## src/rtl/even_mult_pkg.sv

```systemverilog
// Shared types for the even multiplier driver slice.
//   DATA_W   : default result width of the multiplier core
//   result_t : one core result word
//   state_t  : driver FSM states
package even_mult_pkg;

  localparam int unsigned DATA_W = 16;

  typedef logic [DATA_W-1:0] result_t;

  typedef enum logic [2:0] {
    IDLE,
    GO,
    WAIT,
    STORE,
    FINISH
  } state_t;

endpackage

```

## src/rtl/even_mult_rfifo.sv

```systemverilog
// Synchronous result FIFO, DATA_W x DEPTH.
//   clk, reset : rising-edge clock, synchronous active-high reset (empties queue)
//   push, din  : write din when push and space is available (or a pop frees it)
//   pop        : drop head; ignored when empty
//   dout       : head entry, forced to 0 while empty
//   full, empty, count : occupancy, count ranges 0..DEPTH
module even_mult_rfifo #(
  parameter int unsigned DATA_W = 16,
  parameter int unsigned DEPTH  = 4
) (
  input  logic                     clk,
  input  logic                     reset,
  input  logic                     push,
  input  logic                     pop,
  input  logic [DATA_W-1:0]        din,
  output logic [DATA_W-1:0]        dout,
  output logic                     full,
  output logic                     empty,
  output logic [$clog2(DEPTH):0]   count
);

  localparam int unsigned AW = $clog2(DEPTH);

  logic [DATA_W-1:0] mem [DEPTH];
  logic [AW-1:0]     wr_ptr;
  logic [AW-1:0]     rd_ptr;
  logic              do_push;
  logic              do_pop;

  assign empty   = (count == '0);
  assign full    = (count == (AW+1)'(DEPTH));
  assign do_pop  = pop & ~empty;
  // A full queue still accepts a write when the head leaves in the same cycle.
  assign do_push = push & (~full | do_pop);
  assign dout    = empty ? '0 : mem[rd_ptr];

  always_ff @(posedge clk) begin
    if (do_push) mem[wr_ptr] <= din;
  end

  always_ff @(posedge clk) begin
    if (reset) begin
      wr_ptr <= '0;
      rd_ptr <= '0;
      count  <= '0;
    end else begin
      if (do_push) wr_ptr <= wr_ptr + 1'b1;
      if (do_pop)  rd_ptr <= rd_ptr + 1'b1;
      case ({do_push, do_pop})
        2'b10:   count <= count + 1'b1;
        2'b01:   count <= count - 1'b1;
        default: count <= count;
      endcase
    end
  end

endmodule

```

## src/rtl/even_mult_driver.sv

```systemverilog
// Batch initiator for the even multiplier core go/done/result handshake.
// Runs the core run_count times per start, queues each result in a FIFO
// that the consumer drains over res_valid/res_ready.
//   clk, reset        : rising-edge clock, synchronous active-high reset
//   start, run_count  : begin a batch (sampled in IDLE only)
//   go_o              : one-cycle go pulse to the core per run
//   mult_done_i       : core done level; only a rising edge completes a run
//   mult_result_i     : core result, captured on done rising edge
//   res_data/valid/ready : FIFO head handshake to the consumer
//   busy              : FSM not in IDLE
//   all_done          : one-cycle pulse at batch end
//   err_timeout       : sticky watchdog flag
// Optional watchdog: define EVEN_MULT_DRIVER_TIMEOUT_EN; otherwise WAIT
// lasts until done rises and err_timeout is tied 0.
module even_mult_driver #(
  parameter int unsigned DATA_W      = 16,
  parameter int unsigned FIFO_DEPTH  = 4,
  parameter int unsigned CNT_W       = 8,
  parameter int unsigned TIMEOUT_CYC = 255
) (
  input  logic              clk,
  input  logic              reset,
  input  logic              start,
  input  logic [CNT_W-1:0]  run_count,
  output logic              go_o,
  input  logic              mult_done_i,
  input  logic [DATA_W-1:0] mult_result_i,
  output logic [DATA_W-1:0] res_data,
  output logic              res_valid,
  input  logic              res_ready,
  output logic              busy,
  output logic              all_done,
  output logic              err_timeout
);

  import even_mult_pkg::*;

  localparam int unsigned FC_W = $clog2(FIFO_DEPTH) + 1;

  if (FIFO_DEPTH < 2 || (FIFO_DEPTH & (FIFO_DEPTH - 1)) != 0) begin : g_bad_depth
    $error("FIFO_DEPTH must be a power of two >= 2");
  end
  if (TIMEOUT_CYC == 0) begin : g_bad_timeout
    $error("TIMEOUT_CYC must be nonzero");
  end

  state_t             state;
  state_t             state_nx;
  logic [CNT_W-1:0]   rem;
  logic [DATA_W-1:0]  hold;
  logic               done_q;
  logic               done_rise;
  logic               fifo_push;
  logic               fifo_pop;
  logic               fifo_full;
  logic               fifo_empty;
  logic [FC_W-1:0]    fifo_count;

`ifdef EVEN_MULT_DRIVER_TIMEOUT_EN
  localparam int unsigned WD_W = (TIMEOUT_CYC < 2) ? 1 : $clog2(TIMEOUT_CYC + 1);
  logic [WD_W-1:0] wd;
  logic            wd_expired;
  logic            err_q;
  assign wd_expired  = (wd == WD_W'(TIMEOUT_CYC));
  assign err_timeout = err_q;
`else
  assign err_timeout = 1'b0;
`endif

  // done is a level that may still be high from the previous run, so only
  // a fresh low-to-high transition counts as completion.
  assign done_rise = mult_done_i & ~done_q;
  assign res_valid = ~fifo_empty;
  assign fifo_pop  = res_valid & res_ready;
  assign fifo_push = (state == STORE) & (~fifo_full | fifo_pop);
  assign busy      = (state != IDLE);

  even_mult_rfifo #(
    .DATA_W (DATA_W),
    .DEPTH  (FIFO_DEPTH)
  ) u_rfifo (
    .clk   (clk),
    .reset (reset),
    .push  (fifo_push),
    .pop   (fifo_pop),
    .din   (hold),
    .dout  (res_data),
    .full  (fifo_full),
    .empty (fifo_empty),
    .count (fifo_count)
  );

  always_ff @(posedge clk) begin
    if (reset) begin
      state  <= IDLE;
      rem    <= '0;
      hold   <= '0;
      done_q <= 1'b0;
`ifdef EVEN_MULT_DRIVER_TIMEOUT_EN
      wd     <= '0;
      err_q  <= 1'b0;
`endif
    end else begin
      state  <= state_nx;
      done_q <= mult_done_i;
      case (state)
        IDLE:  if (start) rem <= run_count;
        WAIT:  if (done_rise) hold <= mult_result_i;
        STORE: if (fifo_push) rem <= rem - 1'b1;
        default: ;
      endcase
`ifdef EVEN_MULT_DRIVER_TIMEOUT_EN
      if (state == GO) begin
        wd <= '0;
      end else if (state == WAIT) begin
        wd <= wd + 1'b1;
      end
      if (state == IDLE && start) begin
        err_q <= 1'b0;
      end else if (state == WAIT && !done_rise && wd_expired) begin
        err_q <= 1'b1;
        rem   <= '0;
      end
`endif
    end
  end

  always_comb begin
    state_nx = state;
    go_o     = 1'b0;
    all_done = 1'b0;
    case (state)
      IDLE: begin
        if (start) state_nx = (run_count == '0) ? FINISH : GO;
      end
      GO: begin
        go_o     = 1'b1;
        state_nx = WAIT;
      end
      WAIT: begin
        if (done_rise) begin
          state_nx = STORE;
        end
`ifdef EVEN_MULT_DRIVER_TIMEOUT_EN
        else if (wd_expired) begin
          state_nx = FINISH;
        end
`endif
      end
      STORE: begin
        if (fifo_push) state_nx = (rem == CNT_W'(1)) ? FINISH : GO;
      end
      FINISH: begin
        all_done = 1'b1;
        state_nx = IDLE;
      end
      default: state_nx = IDLE;
    endcase
  end

  a_fifo_count: assert property (@(posedge clk) disable iff (reset)
    fifo_count <= FC_W'(FIFO_DEPTH));

endmodule

```

## config.mk

```make
export PLATFORM = sky130hd
export DESIGN_NAME = even_mult_driver
export DESIGN_NICKNAME = d
export VERILOG_FILES = /design/src/rtl/even_mult_pkg.sv /design/src/rtl/even_mult_rfifo.sv /design/src/rtl/even_mult_driver.sv
export SDC_FILE = /design/constraint.sdc
export NUM_CORES = 1
export LEC_CHECK = 0
export ABC_AREA = 1
export CORE_ASPECT_RATIO = 0.6
export CORE_MARGIN = 1.5
export CORE_UTILIZATION = 50
export DETAILED_ROUTE_END_ITERATION = 10
export PLACE_DENSITY_LB_ADDON = 0.2
export SYNTH_ARGS = -nofsm -noshare
export SYNTH_HDL_FRONTEND = slang
export SYNTH_HIERARCHICAL = 1
export SYNTH_SLANG_ARGS = --single-unit
```

## constraint.sdc

```tcl
create_clock -name clk -period 2.6 [get_ports clk]
set_input_delay 0.39 -clock clk [delete_from_list [all_inputs] [get_ports clk]]
set_output_delay 0.39 -clock clk [all_outputs]
set_load 0.01 [all_outputs]
```

Word-level counts from Yosys, hierarchy flattened. Memory sizes are Yosys's and may differ from the RTL's. A register that Yosys moved wholly into a read port is not among the register bits. Cells that the tools add are included.

ROM bits: 0. Word-level logic and storage cells: 60. Output and inout bits: 21. Input port bits: 29. Bits in writable memories: 64. Bits in registers: 35. Latch bits: 0. Memories kept: 1.

Add/subtract/negate cells: 5. Shift operators: 0. Reductions and logical operators: 9. Divide/modulo/power cells: 0. $mul: 0. $lt $le $gt $ge: 0. Bitwise logic cells: 10. Equality and inequality tests: 11. Mux-type cells: 17.

Memories: u_rfifo.mem (words 4, width 16, rd ports 1, clocked after Yosys merged registers in 1, wr ports 1, line even_mult_rfifo.sv:24) `logic [DATA_W-1:0] mem [DEPTH];`.

Operators with widths (count): $mux W16 (1); $mux W8 (2); $pmux W8 S2 (1); $mux W3 (5); $pmux W3 S4 (1); $eq A8 B1 Y1 const B (1); $logic_not A8 Y1 (1); $sub A8 B1 Y8 const B (1); $eq A3 B2 Y1 const B (2); $eq A3 B3 Y1 const B (2); $logic_not A3 Y1 (2); $pmux W3 S2 (1); $reduce_and A3 Y1 (2); $and A1 B1 Y1 (5); $add A2 B1 Y2 const B (2); $mux W1 (4); $mux W2 (2); $ne A2 B2 Y1 const B (2); $reduce_bool A2 Y1 (2); $add A3 B1 Y3 const B (1); $eq A3 B1 Y1 const B (1); $not A1 Y1 (3); $reduce_bool A3 Y1 (1); $sub A3 B1 Y3 const B (1); 5 further kinds (6).

Longest topological paths before layout.
Word-level depth: 8. Depth in mapped cells: 18. Gate-level depth less buffers: 17.

By module. The synthesis kept the hierarchy.

By module, submodules not included: even_mult_rfifo (cells each 257, area each 3000.4 µm², times used 1, sequential area each 2102.0 µm²); even_mult_driver (cells each 223, area each 1461.4 µm², times used 1, sequential area each 560.5 µm²).

Least setup slack after synthesis. Ideal clock, no wire load.

Path type: register to register. Start: register u_rfifo.count[2]. End: memory u_rfifo.mem[0][0] (enable). Period minus slack after synthesis: 2.557 ns. Data arrival time: 2.169 ns. Path slack: 0.043 ns. Path buffers: 1. Required time: 2.211 ns. Cell stages (with the launch flop): 12. Library setup time: 0.389 ns. Cells stage by stage: dfxtp_1 > inv_1 > nand2_4 > inv_2 > buf_2 > inv_1 > nand2_1 > inv_1 > o21ai_0 > inv_1 > o21ai_4 > nor2_1.

Word-level cells in the longest chain between the ends: 8. Elaborated cells between the ends (all ways): 12. Classes of those cells: eq/ne (1); mux (2); bitwise (8); reduce/logical (1).

RTL lines: start: declaration (line even_mult_rfifo.sv:19) `output logic [$clog2(DEPTH):0] count`; start signal: assignment (line even_mult_rfifo.sv:50) `2'b10: count <= count + 1'b1;`; start signal: assignment (line even_mult_rfifo.sv:51) `2'b01: count <= count - 1'b1;`; start signal: assignment (line even_mult_rfifo.sv:52) `default: count <= count;`; $logic_not A3 Y1 (line even_mult_rfifo.sv:30) `assign empty = (count == '0);`; net fifo_empty (line even_mult_driver.sv:56) `logic fifo_empty;`; $not A1 Y1 (line even_mult_driver.sv:73) `assign res_valid = ~fifo_empty;`; net res_valid (line even_mult_driver.sv:29) `output logic res_valid,`; $and A1 B1 Y1 (line even_mult_driver.sv:74) `assign fifo_pop = res_valid & res_ready;`; net fifo_pop (line even_mult_driver.sv:54) `logic fifo_pop;`; $or A1 B1 Y1 (line even_mult_driver.sv:75) `assign fifo_push = (state == STORE) & (~fifo_full | fifo_pop);`; $and A1 B1 Y1 (line even_mult_driver.sv:75); net fifo_push (line even_mult_driver.sv:53) `logic fifo_push;`; $and A1 B1 Y1 (line even_mult_rfifo.sv:34) `assign do_push = push & (~full | do_pop);`; $mux W1 (line even_mult_rfifo.sv:38) `if (do_push) mem[wr_ptr] <= din;`; $mux W1 (implied by the code) (line even_mult_rfifo.sv:38); end: declaration (line even_mult_rfifo.sv:24).

The timed path passes the listed nets, and every way through them passes these cells.

Worst setup path in the final report.
Start: register u_rfifo.count[2]. End: output res_data[7].

Word-level cells in the longest chain between the ends: 2.

RTL lines: $logic_not A3 Y1 (line even_mult_rfifo.sv:30); net fifo_empty (line even_mult_driver.sv:56); $mux W16 (line even_mult_rfifo.sv:35) `assign dout = empty ? '0 : mem[rd_ptr];`; end: declaration (line even_mult_driver.sv:28) `output logic [DATA_W-1:0] res_data,`.

The timed path passes the listed nets, and every way through them passes these cells.

==> flow_summary.yaml <==
outcome:
  outcome: "complete, no violations"
detailed_routing:
  wl_per_cell_um: 14.5
  viasPerCell: 5.17
  vias: 3360
  final_antenna_net_count: 0
  drc: 0
  drtIter0Drc: 249
  wirelength_um: 9430
  drtPass1Iterations: 6
die:
  core_area_um2: 8590
  initial_core_util: 0.520
  die_h_um: 76.2
  io_pins: 50
  rows: 26
  die_w_um: 125
  die-area_um2: 9520
yosys:
  async_reset_ff_frac: 0
  ys_seq_area_frac: 0.597
  yosysMostFrequentCell: "nor2_1"
  synth_edf_count: 64
  ys_ff_latch: 101
  synth_top_area_share: 0.431
  yosysWarnings: 6
  syn_nets: 516
  synth_cells: 480
  post_synth_num_cell_types: 30
  synth_common_cells: "nor2_1, edfxtp_1, o21ai_0, nand2_1"
  syn_avg_cell_area_um2: 9.30
  synth_top_area_cell: "edfxtp_1"
  syn_area_um2: 4460
  synth_ff_type: "edfxtp_1"
  netlist_top_cells_area: "edfxtp_1, dfxtp_1, nor2_1, o21ai_0, nand2_1"
timing:
  tns_ns: 0
  fin_crit_sh: 0.942
  clock.fmax_mhz: 408
  max-slew-margin-rel: 0.638
  skew_ns: 0.00818
  finalHoldViolCount: 0
  drv_slew: 0
  worstMarginPinSlew_ns: 0.543
  final-setup-viol-count: 0
  rsz0062_at_grt: "no"
  finalWorstPathRequiredPeriod_ns: 2.45
  worst_slack_ns: 0.151
critical_path:
  worstPathArrival_ns: 2.06
  worstSetupPathType: "flop to output port"
  timing.rr.start: "u_rfifo/count[0]$_SDFFE_PP0P_"
  critPathMaxFanout: 16
  worstSetupStartpointType: "flop"
  slowest_delay_ns: 0.60
  crit_family: "buffers and inverters"
  reg2reg_slack_ns: 0.41
  cp-end-kind: "output port"
  critPathSlowestCell: "clkdlybuf4s50_1"
  critPathBufInv: 4
  critPathRequiredTime_ns: 2.21
  timing.rr.end: "u_rfifo/count[2]$_SDFFE_PP0P_"
  crit_chain: "inv_1 > nand2_4 > inv_2 > buf_4 > a21oi_1 > clkdlybuf4s50_1"
  worstRegToRegCells: 15
clock_network:
  clk_latency_ns: 0.34
  cts_tree: "built"
  post_cts_buffers: 0
  ctsHoldBuffers: 0
  cts-root-buf: "clkbuf_16"
  clkSinkCount: 101
  cts-resized-gates: 1
  cts_buffers: 9
  clk_pin_slew_ns: 0.07
  clock_path_buffers: 2
  htree_levels: 3
cells_and_area:
  fin_nets: 570
  drive_gt1_frac: 0.100
  insertedDiodeCount: 0
  area_growth_pct: 20.5
flow_run:
  maxCapViolCount: 0
power:
  p_per_area_nw_per_um2: 788
  ir_drop_mv: 0.513
  leakage_nw: 2.06
  design_power_total_mw: 4.24
place:
  place_ws_ns: 0.280
  dp.final_hpwl_um: 6390
  portBuffers: 48
  gp_congestion: 0.841
global_routing:
  gr-total-overflow: 0
  grt_max_degree: 21
  grt_pass1_vias: 3191
  antenna_found_initial: 0
  grt_pass1_wl_um: 15400
  grt_usage: 0.207
worst_hold_path:
  worstHoldStart: "u_rfifo/rd_ptr[1]$_SDFFE_PP0P_"
  whs_endpoint: "u_rfifo/rd_ptr[1]$_SDFFE_PP0P_"
  holdPathStages: 2
  hold_path_class: "flop to flop"
## where the power goes
group	leakage (nW)	switching (mW)	internal (mW)
combinational	0.996	0.552	0.357
clock	0.150	0.548	0.834
sequential	0.916	0.108	1.84
## flip-flops by register name, indices dropped and copies added (netlist names), named ones only
register / cells
u_rfifo/wr_ptr: 2
hold: 16
u_rfifo/count: 3
u_rfifo/rd_ptr: 2
state: 3
done_q: 1
rem: 8
u_rfifo/mem: 64
## worst register-to-register path, stage by stage (launching register included)
cell	delay, ns
dfxtp_1	0.35
nor2_4	0.16
nand2_4	0.09
inv_2	0.07
inv_1	0.06
nand2_1	0.05
inv_1	0.04
o21ai_0	0.14
inv_1	0.12
inv_1	0.13
nand3_4	0.10
fa_1	0.40
nand4_1	0.12
nand2_2	0.07
a21oi_1	0.14
nor2_1	0.06
## cell usage in the layout (no fill, tap or decap), types with 2 or more instances in the layout
cell type | Yosys | layout
a21oi_1 | 25 | 25
a21oi_2 | 5 | 5
buf_4 | 5 | 13
bufinv_16 | 0 | 2
clkbuf_16 | 0 | 9
clkdlybuf4s50_1 | 0 | 48
dfxtp_1 | 37 | 36
edfxtp_1 | 64 | 64
ha_1 | 6 | 6
inv_1 | 37 | 37
inv_2 | 6 | 6
nand2_1 | 47 | 47
nand2_2 | 7 | 7
nand3_1 | 10 | 10
nand3_2 | 2 | 2
nand3_4 | 3 | 3
nand4_1 | 2 | 2
nor2_1 | 137 | 137
nor3_1 | 2 | 2
o21ai_0 | 56 | 56
o21ai_1 | 9 | 9
## area by class of cell
cell class              count  area (um2)
flip-flops and latches    101        2660
fillers                   734        3210
multi-input cells         318        1530
clock inverters             5        77.6
inverters                  43         161
clock buffers              10         229
repair buffers             61         578
well taps                 112         140
## layer usage
| metal | share of wire | track usage | vias to the layer above |
|---|---|---|---|
| li1 | - | - | 1684 |
| met1 | 0.48 | 0.289 | 1568 |
| met2 | 0.46 | 0.327 | 99 |
| met3 | 0.059 | 0.0569 | 9 |
| met4 | 0.0081 | 0.0500 | 0 |
| met5 | 0 | 0 | - |
## logic make-up after synthesis
kind of cell	synth area share
buffers and inverters	0.0614
AND/OR/NAND/NOR	0.205
adder cells (fa/ha/maj)	0.0213
flip-flops	0.597
other	0.000840
AO/OA/AOI/OAI	0.114
## how the worst max path moves through the flow
stage                                             start                       endpoint  depth (start not counted)
after floorplan           u_rfifo/count[2]$_SDFFE_PP0P_    u_rfifo/mem[0][0]$_DFFE_PP_                         11
after global placement                        res_ready  u_rfifo/count[2]$_SDFFE_PP0P_                         12
after detailed placement                      res_ready  u_rfifo/count[2]$_SDFFE_PP0P_                         12
after CTS                 u_rfifo/count[2]$_SDFFE_PP0P_                    res_data[7]                          6
after global routing                               flop                    res_data[0]                          5
final                     u_rfifo/count[2]$_SDFFE_PP0P_                    res_data[7]                          6
## stage by stage
| stage | hold WS [ns] | instance area (um2) | util | cells |
|---|---|---|---|---|
| floorplan | 0.436 | 4460 | - | 480 |
| global placement | 0.451 | 5070 | 0.590 | 635 |
| detailed placement | 0.466 | 5070 | 0.590 | 635 |
| CTS | 0.473 | 5380 | 0.626 | 650 |
| global route | 0.501 | 5380 | 0.626 | 650 |
| finish | 0.469 | 5380 | 0.626 | 650 |
Power figures use the tool's default switching activity.
